### config.mk
export PLATFORM = sky130hd
export DESIGN_NAME = pila_retorno
export DESIGN_NICKNAME = d
export VERILOG_FILES = /design/src/rtl/pila_pkg.sv /design/src/rtl/pila_mem.sv /design/src/rtl/pila_retorno.sv
export SDC_FILE = /design/constraint.sdc
export NUM_CORES = 1
export LEC_CHECK = 0
export ABC_AREA = 1
export CORE_ASPECT_RATIO = 0.6
export CORE_MARGIN = 3
export CORE_UTILIZATION = 35
export CTS_CLUSTER_SIZE = 10
export DETAILED_ROUTE_END_ITERATION = 6
export SYNTH_ARGS = -nofsm -noshare
export SYNTH_HDL_FRONTEND = slang
export SYNTH_HIERARCHICAL = 1
export SYNTH_SLANG_ARGS = --single-unit
### constraint.sdc
create_clock -name clk -period 6.2 [get_ports clk]
set_clock_uncertainty 0.2 [all_clocks]
set_input_delay 0.62 -clock clk [delete_from_list [all_inputs] [get_ports clk]]
set_output_delay 0.62 -clock clk [all_outputs]
set_load 0.02 [all_outputs]
### src/rtl/pila_pkg.sv
// pila_pkg: shared defaults and {push,pop} operation encoding for the return-address stack
package pila_pkg;
  localparam int WIDTH_DEF = 8;
  localparam int DEPTH_DEF = 8;
  typedef enum logic [1:0] {
    OP_NOP     = 2'b00,
    OP_POP     = 2'b01,
    OP_PUSH    = 2'b10,
    OP_REPLACE = 2'b11
  } op_e;
  function automatic op_e decode_op(input logic push, input logic pop);
    return op_e'({push, pop});
  endfunction
endpackage

### src/rtl/pila_mem.sv
// pila_mem: unreset register array with one synchronous write port and one combinational read port
module pila_mem #(
  parameter int WIDTH = 8,
  parameter int DEPTH = 8,
  parameter int AW    = $clog2(DEPTH)
) (
  input  logic             clk,
  input  logic             we,
  input  logic [AW-1:0]    waddr,
  input  logic [WIDTH-1:0] wdata,
  input  logic [AW-1:0]    raddr,
  output logic [WIDTH-1:0] rdata
);
  logic [WIDTH-1:0] mem_q [DEPTH];
  // write the addressed entry on the clock edge
  always_ff @(posedge clk)
    if (we) mem_q[waddr] <= wdata;
  assign rdata = mem_q[raddr];
endmodule

### src/rtl/pila_retorno.sv
// pila_retorno: LIFO of return addresses with count, full/empty and sticky overflow/underflow flags
module pila_retorno
  import pila_pkg::*;
#(
  parameter int WIDTH = WIDTH_DEF,
  parameter int DEPTH = DEPTH_DEF,
  parameter int CW    = $clog2(DEPTH) + 1
) (
  input  logic             clk,
  input  logic             reset,
  input  logic             clear,
  input  logic             push,
  input  logic             pop,
  input  logic [WIDTH-1:0] din,
  output logic [WIDTH-1:0] top,
  output logic [CW-1:0]    count,
  output logic             empty,
  output logic             full,
  output logic             overflow,
  output logic             underflow
);
  localparam int AW = $clog2(DEPTH);
  logic [CW-1:0]    sp_q, sp_d, sp_m1;
  logic             ovf_q, ovf_d, unf_q, unf_d;
  logic             we;
  logic [AW-1:0]    waddr;
  logic [WIDTH-1:0] rdata;
  op_e              op;
  assign sp_m1 = sp_q - CW'(1);
  assign empty = sp_q == '0;
  assign full  = sp_q == CW'(DEPTH);
  assign op    = decode_op(push, pop);
  pila_mem #(.WIDTH(WIDTH), .DEPTH(DEPTH)) u_mem (
    .clk   (clk),
    .we    (we),
    .waddr (waddr),
    .wdata (din),
    .raddr (sp_m1[AW-1:0]),
    .rdata (rdata)
  );
  // priority: clear, then replace/push/pop; an empty replace still stores into slot 0
  always_comb begin
    sp_d  = sp_q;
    ovf_d = ovf_q;
    unf_d = unf_q;
    we    = 1'b0;
    waddr = sp_q[AW-1:0];
    if (clear) begin
      sp_d  = '0;
      ovf_d = 1'b0;
      unf_d = 1'b0;
    end else begin
      case (op)
        OP_REPLACE: begin
          we    = 1'b1;
          waddr = empty ? '0 : sp_m1[AW-1:0];
          sp_d  = empty ? CW'(1) : sp_q;
          unf_d = unf_q | empty;
        end
        OP_PUSH: begin
          we    = !full;
          sp_d  = full ? sp_q : sp_q + CW'(1);
          ovf_d = ovf_q | full;
        end
        OP_POP: begin
          sp_d  = empty ? sp_q : sp_m1;
          unf_d = unf_q | empty;
        end
        default: ;
      endcase
    end
  end
  // stack pointer and sticky flags
  always_ff @(posedge clk or posedge reset)
    if (reset) begin
      sp_q  <= '0;
      ovf_q <= 1'b0;
      unf_q <= 1'b0;
    end else begin
      sp_q  <= sp_d;
      ovf_q <= ovf_d;
      unf_q <= unf_d;
    end
  assign top       = empty ? '0 : rdata;
  assign count     = sp_q;
  assign overflow  = ovf_q;
  assign underflow = unf_q;
endmodule

==> results of run 1 <==
==> tightest hold or removal path, cell delays in order, from the launching register on <==
cell and delay [ns]:
dfrtp_1 0.33, nand2_1 0.05, nand2_1 0.06
==> cell usage in the layout, fill, tap and decap left out <==
master and n:
nand2_4 3, nor2_2 1, a31oi_1 1, bufinv_16 1, o21ai_1 2, clkbuf_1 4, inv_4 1, clkdlybuf4s50_1 28
clkbuf_8 2, nor2_4 3, dfrtp_1 6, inv_2 1, nand3_1 40, xnor2_1 1, nor2_1 24, a21oi_1 3
buf_4 1, o22ai_1 1, nand2_1 123, inv_1 90, clkbuf_16 9, edfxtp_1 64, o21ai_0 6, clkinv_1 1
nand4_1 1, o31ai_1 1, nor3_1 1, nand2_2 3, or2_2 1, ha_1 5
==> through the flow <==
| step | hold WS (ns) | power (mW) | setup WS, ns | area (um2) | cells |
|---|---|---|---|---|---|
| final | 0.276 | 1.42 | 2.03 | 4180 | 558 |
| after global routing | 0.329 | 1.50 | 1.75 | 4180 | 558 |
| after CTS | 0.279 | 1.43 | 1.99 | 4180 | 558 |
| after global placement | 0.266 | 0.914 | 2.44 | 3880 | 542 |
| after floorplan | 0.211 | 0.815 | 3.44 | 3550 | 396 |
| after detailed placement | 0.267 | 0.916 | 2.38 | 3880 | 542 |
==> area by class of cell <==
cell class / count / area share
clock buffers: 15 / 0.0641
clock inverters: 1 / 0.00718
inverters: 93 / 0.0841
multi-input cells: 220 / 0.241
well taps: 130 / 0.0389
repair buffers: 29 / 0.0688
flip-flops and latches: 70 / 0.496
==> power groups by stage <==
stage | Sequential (mW) | Combinational (mW) | Clock (mW)
finish | 0.541 | 0.365 | 0.512
global route | 0.543 | 0.409 | 0.553
CTS | 0.541 | 0.368 | 0.526
detailed placement | 0.551 | 0.365 | 0
global placement | 0.550 | 0.364 | 0
floorplan | 0.553 | 0.262 | 0
==> registers in the layout (all words and copies together), names as in the netlist <==
| register | count |
|---|---|
| underflow | 1 |
| overflow | 1 |
| count | 4 |
| u_mem/mem_q | 64 |
==> kinds of logic after synthesis <==
group	synth area share
buffers and inverters	0.132
AO/OA/AOI/OAI	0.0211
adder cells (fa/ha/maj)	0.0176
XOR/XNOR	0.00247
AND/OR/NAND/NOR	0.243
flip-flops	0.584
==> routing by layer <==
metal,track usage,routed length [um],vias up
met5,0,0,-
met4,0.0439,34,0
met3,0.0494,543,4
met2,0.194,3210,65
met1,0.217,3870,1144
li1,-,-,1279
==> path summary, 6_finish.rpt <==
path | startpoint | to | slack (ns) | depth (start not counted)
min reg2reg | overflow$_DFFE_PP0P_ | overflow$_DFFE_PP0P_ | 0.28 | 2
min in group asynchronous | reset | count[2]$_DFFE_PP0P_ | 0.31 | 2
max reg2reg | count[0]$_DFFE_PP0P_ | u_mem/mem_q[0][1]$_DFFE_PP_ | 3.00 | 8
max in group asynchronous | reset | count[0]$_DFFE_PP0P_ | 5.29 | 2
max | count[0]$_DFFE_PP0P_ | top[1] | 2.03 | 12
min | overflow$_DFFE_PP0P_ | overflow$_DFFE_PP0P_ | 0.28 | 2
==> results.toml, run 1 <==
[power_and_ir_drop]
power.leakage_nw = 1.92
power.density_nw_per_um2 = 339
intPower_mw = 0.994
pwr-share-comb = 0.257
vdd_ir_drop_max_mv = 0.139
p_sw_frac = 0.299
seq_power_share = 0.381
power.share.clock = 0.361
power.switching_mw = 0.425

[synth]
syn_area_per_cell_um2 = 8.97
synth_seq_cells = 70
yosysWarningCount = 6
yosys-top-cells-count = "123 x nand2_1, 90 x inv_1, 64 x edfxtp_1, 40 x nand3_1, 24 x nor2_1"
synth_area_um2 = 3550
synth_edf_count = 64
syn_inst = 396
synth_cell_types = 27
ys_seq_area_frac = 0.584
synthFlopType = "edfxtp_1"
synth_top_area_frac = 0.541
syn_nets = 414
ys_async_sr_fraction = 0.0857
synth_area_leaders = "edfxtp_1 54%, nand2_1 13%, inv_1 9.5%, nand3_1 5.6%, dfrtp_1 4.2%"
yosysMostFrequentCell = "nand2_1"
yosysTopAreaCell = "edfxtp_1"

[floorplan]
design.core.area_um2 = 9530
die_y_um = 84.0
ios = 29
dieArea_um2 = 11400
rows = 27
start_util = 0.373
die_width_um = 136

[timing]
slew_headroom = 0.274
setup_violations = 0
fin_setup_tns_ns = 0
layout_worst_path_cycle_share = 0.672
hold_viol_final = 0
fmax_mhz = 240
maxSlewViolCount = 0
worstMarginPinSlew_ns = 1.08
rsz0062_at_grt = "no"
fin_crit_ns = 4.17

[setup_path]
cp_slowest_stage_delay_ns = 0.55
cp_top_family = "buffers and inverters"
critPathBufInv = 6
crit_arrival_ns = 3.35
crit_chain = "inv_1 > buf_4 > ha_1 > inv_1 > inv_2 > nand3_1 > nand2_1 > nand2_1 > nand2_1 > inv_1 > nor2_1 > clkdlybuf4s50_1"
slowest_stage = "clkdlybuf4s50_1"
startpoint_type = "flip-flop"
critPathKind = "reg -> out"
end_kind = "output pin"
cp_max_fo = 40
cp.required_ns = 5.38

[layout]
syn2layout_area_growth_pct = 17.7
nets = 441
utilization = 0.439
fillers = 939
ff_latch_area_um2 = 2070
drive_above_1_share = 0.0607
n_antenna_cell = 0
multiInputGateArea_um2 = 1010

[place]
port_buffers = 28
dp.final_hpwl_um = 5000
place.gp.congestion = 0.834

[routing]
vias = 2492
wl_per_cell_um = 13.7
post-route-drc-count = 0
first_iter_violations = 215
drtAntennaViolNets = 0
viasPerCell = 4.47
first_pass_iters = 5
routed_wl_um = 7650

[global_route]
grt_pass1_vias = 2312
track_usage = 0.145
grt_max_degree = 41
grt_first_pass_wirelength_um = 12500
grt-ovfl-total = 0
antenna_found_initial = 0

[clocking]
tritoncts = "built"
cts_made_buffers = 9
path_clk_slew_ns = 0.05
clk_latency_ns = 0.33
post-cts-setup-buffers = 0
clk_path_buf_depth = 2
cts-resized-gates = 0
clock-sinks = 70
cts_root_buf = "clkbuf_16"
hold_buffers = 0
htree_levels = 3

[run_status]
status = "completed"

[job]
max-cap-violations = 0

[hold_path]
hp-class = "reg -> reg"
Power figures use the tool's default switching activity.
==> run 2, diff against run 1 <==
==> constraint.sdc (replaced) <==
create_clock -name clk -period 4 [get_ports clk]
set_clock_uncertainty 0.2 [all_clocks]
set_input_delay 0.4 -clock clk [delete_from_list [all_inputs] [get_ports clk]]
set_output_delay 0.4 -clock clk [all_outputs]
set_load 0.02 [all_outputs]
==> run 2 against run 1 <==
Compared with the run above: utilization grew 0.80 points; sequential share of layout area fell by 0.89 points; worst setup slack worse by 1.6 ns; sequential cell count is the same; global-route usage increased by 0.21 points; critical path type unchanged; clock-buffer cell count fell by 4.
==> results.toml, run 2 (synthesis results as in run 1) <==
[layout]
nets = 450
largest_reg_flops = 64
utilization = 0.447
final_cell_mix = "123 x nand2_1, 90 x inv_1, 64 x edfxtp_1, 40 x nand3_1, 28 x clkdlybuf4s50_1"
stdcell_area_um2 = 4260
final_common_cell = "nand2_1"
syn2layout_area_growth_pct = 19.9
n_antenna_cell = 0
regMostFlops = "u_mem/mem_q"
final_cells = 567
drive_above_1_share = 0.0824

[setup_path]
cp_max_fo = 9
slowest_stage = "clkdlybuf4s50_1"
critPathKind = "reg -> out"
critPathLaunch = "count[1]$_DFFE_PP0P_"
reg2reg_from = "count[1]$_DFFE_PP0P_"
end_kind = "output pin"
crit_arrival_ns = 2.97
cp.required_ns = 3.40
crit_chain = "inv_1 > ha_1 > xnor2_1 > inv_1 > inv_1 > nand2_1 > nand2_1 > inv_1 > nor2_1 > clkdlybuf4s50_1"
cp_slowest_stage_delay_ns = 0.64
cp.depth = 10
critPathBufInv = 5
startpoint_type = "flip-flop"
cp_top_family = "buffers and inverters"
r2r_cells = 8
crit_path_frequent_cell = "inv_1"

[global_route]
grt_pass1_vias = 2409
grt_first_pass_wirelength_um = 12600
track_usage = 0.147
grt_max_degree = 40
grt-ovfl-total = 0
antenna_found_initial = 0

[timing]
hold_viol_final = 0
rsz0062_at_grt = "no"
slew_headroom = 0.609
layout_setup_ws_ns = 0.429
fmax_mhz = 280
maxSlewViolCount = 0
fin_setup_tns_ns = 0
setup_violations = 0
layout_worst_path_cycle_share = 0.893
hold_ws_ns = 0.108
worstMarginPinSlew_ns = 0.584
fin_crit_ns = 3.57

[routing]
post-route-drc-count = 0
drtAntennaViolNets = 0
vias = 2556
first_iter_violations = 160
viasPerCell = 4.51
wl_per_cell_um = 13.7
first_pass_iters = 4
routed_wl_um = 7790

[power_and_ir_drop]
total_power_mw = 2.25
power.leakage_nw = 1.98
vdd_ir_drop_max_mv = 0.292
power.density_nw_per_um2 = 528

[floorplan]
ios = 29
design.core.area_um2 = 9530
die_width_um = 136
dieArea_um2 = 11400
rows = 27
die_y_um = 84.0
start_util = 0.373

[place]
dpl_cell_area_um2 = 3950
port_buffers = 28
place.gp.congestion = 0.862
pre_cts_slack_ns = 0.813
dp_cells = 551
dp.final_hpwl_um = 5140

[clocking]
cts_made_buffers = 9
post-cts-setup-buffers = 0
path_clk_slew_ns = 0.06
cts-resized-gates = 0
cts_root_buf = "clkbuf_16"
clock-sinks = 70
tritoncts = "built"
hold_buffers = 0
clk_path_buf_depth = 2
clk_latency_ns = 0.33
htree_levels = 3

[hold_path]
hp-class = "in -> async"

[job]
max-cap-violations = 0

[run_status]
status = "completed"
## run 2: cell types whose count changed in the layout (fill, tap and decap cells not counted), sizes merged
cell / change
buf: +9
clkbuf: -4
clkinv: +3
bufinv: +1
## run 2: worst reg2reg max path, stage by stage, from the launching register on
cell	delay, ns
dfrtp_1	0.43
inv_1	0.10
ha_1	0.27
nand2_2	0.12
nor2_4	0.05
o31ai_1	0.29
nand2_1	0.17
nor2_1	0.48
buf_4	0.26
## run 2: worst paths after layout
check                                                   end  slack (ns)
worst max-delay path                                 top[7]        0.43
worst min-delay path                   count[2]$_DFFE_PP0P_        0.11
worst max register to register  u_mem/mem_q[2][2]$_DFFE_PP_        1.34
worst min register to register         overflow$_DFFE_PP0P_        0.29
max in group asynchronous             underflow$_DFFE_PP0P_        3.27
min in group clk                       overflow$_DFFE_PP0P_        0.29
## run 2: layout make-up
cell class	instances	area, um2
fillers	918	5270
flip-flops and latches	70	2070
multi-input cells	220	1010
repair buffers	38	355
inverters	93	352
clock buffers	11	233
well taps	130	163
clock inverters	5	73.8
## run 2: power breakdown
| part | total [mW] | internal, mW | switching, mW | leakage, nW |
|---|---|---|---|---|
| Sequential | 0.839 | 0.825 | 0.0138 | 0.658 |
| Clock | 0.820 | 0.541 | 0.278 | 0.151 |
| Combinational | 0.590 | 0.206 | 0.384 | 1.17 |
| Total | 2.25 | 1.57 | 0.676 | 1.98 |
## run 2: metal layers
| layer | up-vias | GRT usage | part of all wire |
|---|---|---|---|
| met4 | 0 | 0.0467 | 0.012 |
| met2 | 68 | 0.203 | 0.41 |
| met5 | - | 0 | 0 |
| met3 | 10 | 0.0446 | 0.060 |
| li1 | 1290 | - | - |
| met1 | 1188 | 0.218 | 0.51 |
==> run 3, diff against run 2 <==
==> constraint.sdc (replaced) <==
create_clock -name clk -period 3.14 [get_ports clk]
set_clock_uncertainty 0.2 [all_clocks]
set_input_delay 0.314 -clock clk [delete_from_list [all_inputs] [get_ports clk]]
set_output_delay 0.314 -clock clk [all_outputs]
set_load 0.02 [all_outputs]
==> run 3 against run 2 <==
Compared with the run above: worst hold slack lost 0.094 ns; cell area grew 1.1%; critical path type unchanged; clock-buffer cell count grew 5; largest power group unchanged; global-route usage grew 0.71 points; largest cell class unchanged.
==> results.toml, run 3 (synthesis results as in run 1) <==
[global_route]
antenna_found_initial = 0
grt-ovfl-total = 0
grt_first_pass_wirelength_um = 13200
top_usage_layer = "met1"
gr-usage-met3 = 0.0488
grt_max_degree = 40
track_usage = 0.154
met2_usage = 0.208
grt_pass1_vias = 2468
use_met1 = 0.233

[place]
place.gp.congestion = 0.828
dp.final_hpwl_um = 5340
pre_cts_slack_ns = 0.226
port_buffers = 28
dp_cells = 557

[timing]
hold_viol_final = 0
maxSlewViolCount = 0
worstMarginPinSlew_ns = 0.420
slew_headroom = 0.718
layout_worst_path_cycle_share = 0.920
fin_setup_tns_ns = 0
hold_ws_ns = 0.0144
layout_setup_ws_ns = 0.253
fmax_mhz = 346
setup_violations = 0
rsz0062_at_grt = "no"
fin_crit_ns = 2.89

[clocking]
clk_latency_ns = 0.33
clk_path_buf_depth = 2
clock-sinks = 70
post-cts-setup-buffers = 0
path_clk_slew_ns = 0.05
hold_buffers = 0
cts_made_buffers = 9
cts_root_buf = "clkbuf_16"
tritoncts = "built"
htree_levels = 3

[layout]
nets = 456
syn2layout_area_growth_pct = 21.1
fillers = 914
drive_above_1_share = 0.0993
final_cell_mix = "123 x nand2_1, 89 x inv_1, 64 x edfxtp_1, 40 x nand3_1, 24 x nor2_1"
largest_reg_flops = 64
final_cells = 573
regMostFlops = "u_mem/mem_q"
n_antenna_cell = 0
final_common_cell = "nand2_1"

[setup_path]
r2r_setup_slack_ns = 0.69
cp_slowest_stage_delay_ns = 0.67
slowest_stage = "clkdlybuf4s50_1"
cp_top_family = "buffers and inverters"
crit_chain = "inv_1 > ha_1 > nand2_2 > clkinv_1 > clkdlybuf4s50_1"
critPathKind = "reg -> out"
startpoint_type = "flip-flop"
cp.required_ns = 2.63
cp_max_fo = 9
end_kind = "output pin"
critPathBufInv = 3
crit_arrival_ns = 2.37

[floorplan]
design.core.area_um2 = 9530
die_width_um = 136
start_util = 0.373
rows = 27
ios = 29
die_y_um = 84.0
dieArea_um2 = 11400

[routing]
first_iter_violations = 197
post-route-drc-count = 0
vias = 2526
wl_per_cell_um = 14.0
first_pass_iters = 4
routed_wl_um = 8030
drtAntennaViolNets = 0
viasPerCell = 4.41

[hold_path]
hp-class = "in -> async"

[power_and_ir_drop]
power.leakage_nw = 2.05
vdd_ir_drop_max_mv = 0.294
power.density_nw_per_um2 = 647

[run_status]
status = "completed"

[job]
max-cap-violations = 0
==> run 3: cell types whose count changed in the layout (fill, tap and decap cells not counted), sizes merged <==
cell,change
dlymetal6s2s,+1
bufinv,-2
clkinv,-3
clkdlybuf4s50,-8
inv,-1
clkinvlp,+1
dlygate4sd2,+7
clkbuf,+5
buf,+6
==> run 3: layout make-up <==
class / count / area, um2 / area share
Multi-Input combinational cell: 220 / 1020 / 0.236
Clock buffer: 16 / 292 / 0.0678
Timing Repair Buffer: 44 / 402 / 0.0934
Inverter: 93 / 358 / 0.0832
Tap cell: 130 / 163 / 0.0378
Sequential cell: 70 / 2070 / 0.482
==> run 3: per-stage QoR <==
stage / total power, mW / utilization / cell area [um2]
global placement: 1.84 / 0.419 / 4000
floorplan: 1.61 / - / 3550
global route: 2.96 / 0.452 / 4300
finish: 2.78 / 0.452 / 4300
CTS: 2.82 / 0.450 / 4290
detailed placement: 1.85 / 0.419 / 4000
==> run 3: worst register-to-register path, cell delays in order (launching register included) <==
cell and delay (ns):
dfrtp_1 0.44, inv_1 0.12, ha_1 0.31, nand2_2 0.16, nand2_4 0.11, o21ai_0 0.14
inv_1 0.11, nand2_1 0.08, nor2_1 0.24, buf_4 0.24
==> run 3: timing repair <==
item,CTS,global route
endpoints found under the hold margin,0,0
resized for setup,11,2
setup endpoints to repair,8,1
==> run 3: worst paths after layout <==
path	from	end	cells after the start
worst min-delay path	reset	underflow$_DFFE_PP0P_	2
max in group asynchronous	reset	count[2]$_DFFE_PP0P_	2
worst min register to register	overflow$_DFFE_PP0P_	overflow$_DFFE_PP0P_	2
worst max register to register	count[1]$_DFFE_PP0P_	u_mem/mem_q[1][6]$_DFFE_PP_	9
min in group clk	overflow$_DFFE_PP0P_	overflow$_DFFE_PP0P_	2
worst max-delay path	count[1]$_DFFE_PP0P_	empty	5
==> run 3: where the power goes <==
| part | internal [mW] | switching (mW) | leakage, nW | total, mW |
|---|---|---|---|---|
| combinational | 0.256 | 0.489 | 1.24 | 0.745 |
| sequential | 1.05 | 0.0148 | 0.658 | 1.07 |
| clock | 0.622 | 0.348 | 0.143 | 0.970 |
| total | 1.93 | 0.852 | 2.05 | 2.78 |
==> run 3: per-layer routing <==
layer,vias to the layer above,routed length [um]
li1,1306,-
met3,4,542
met5,-,0
met2,72,3360
met4,0,45
met1,1144,4080
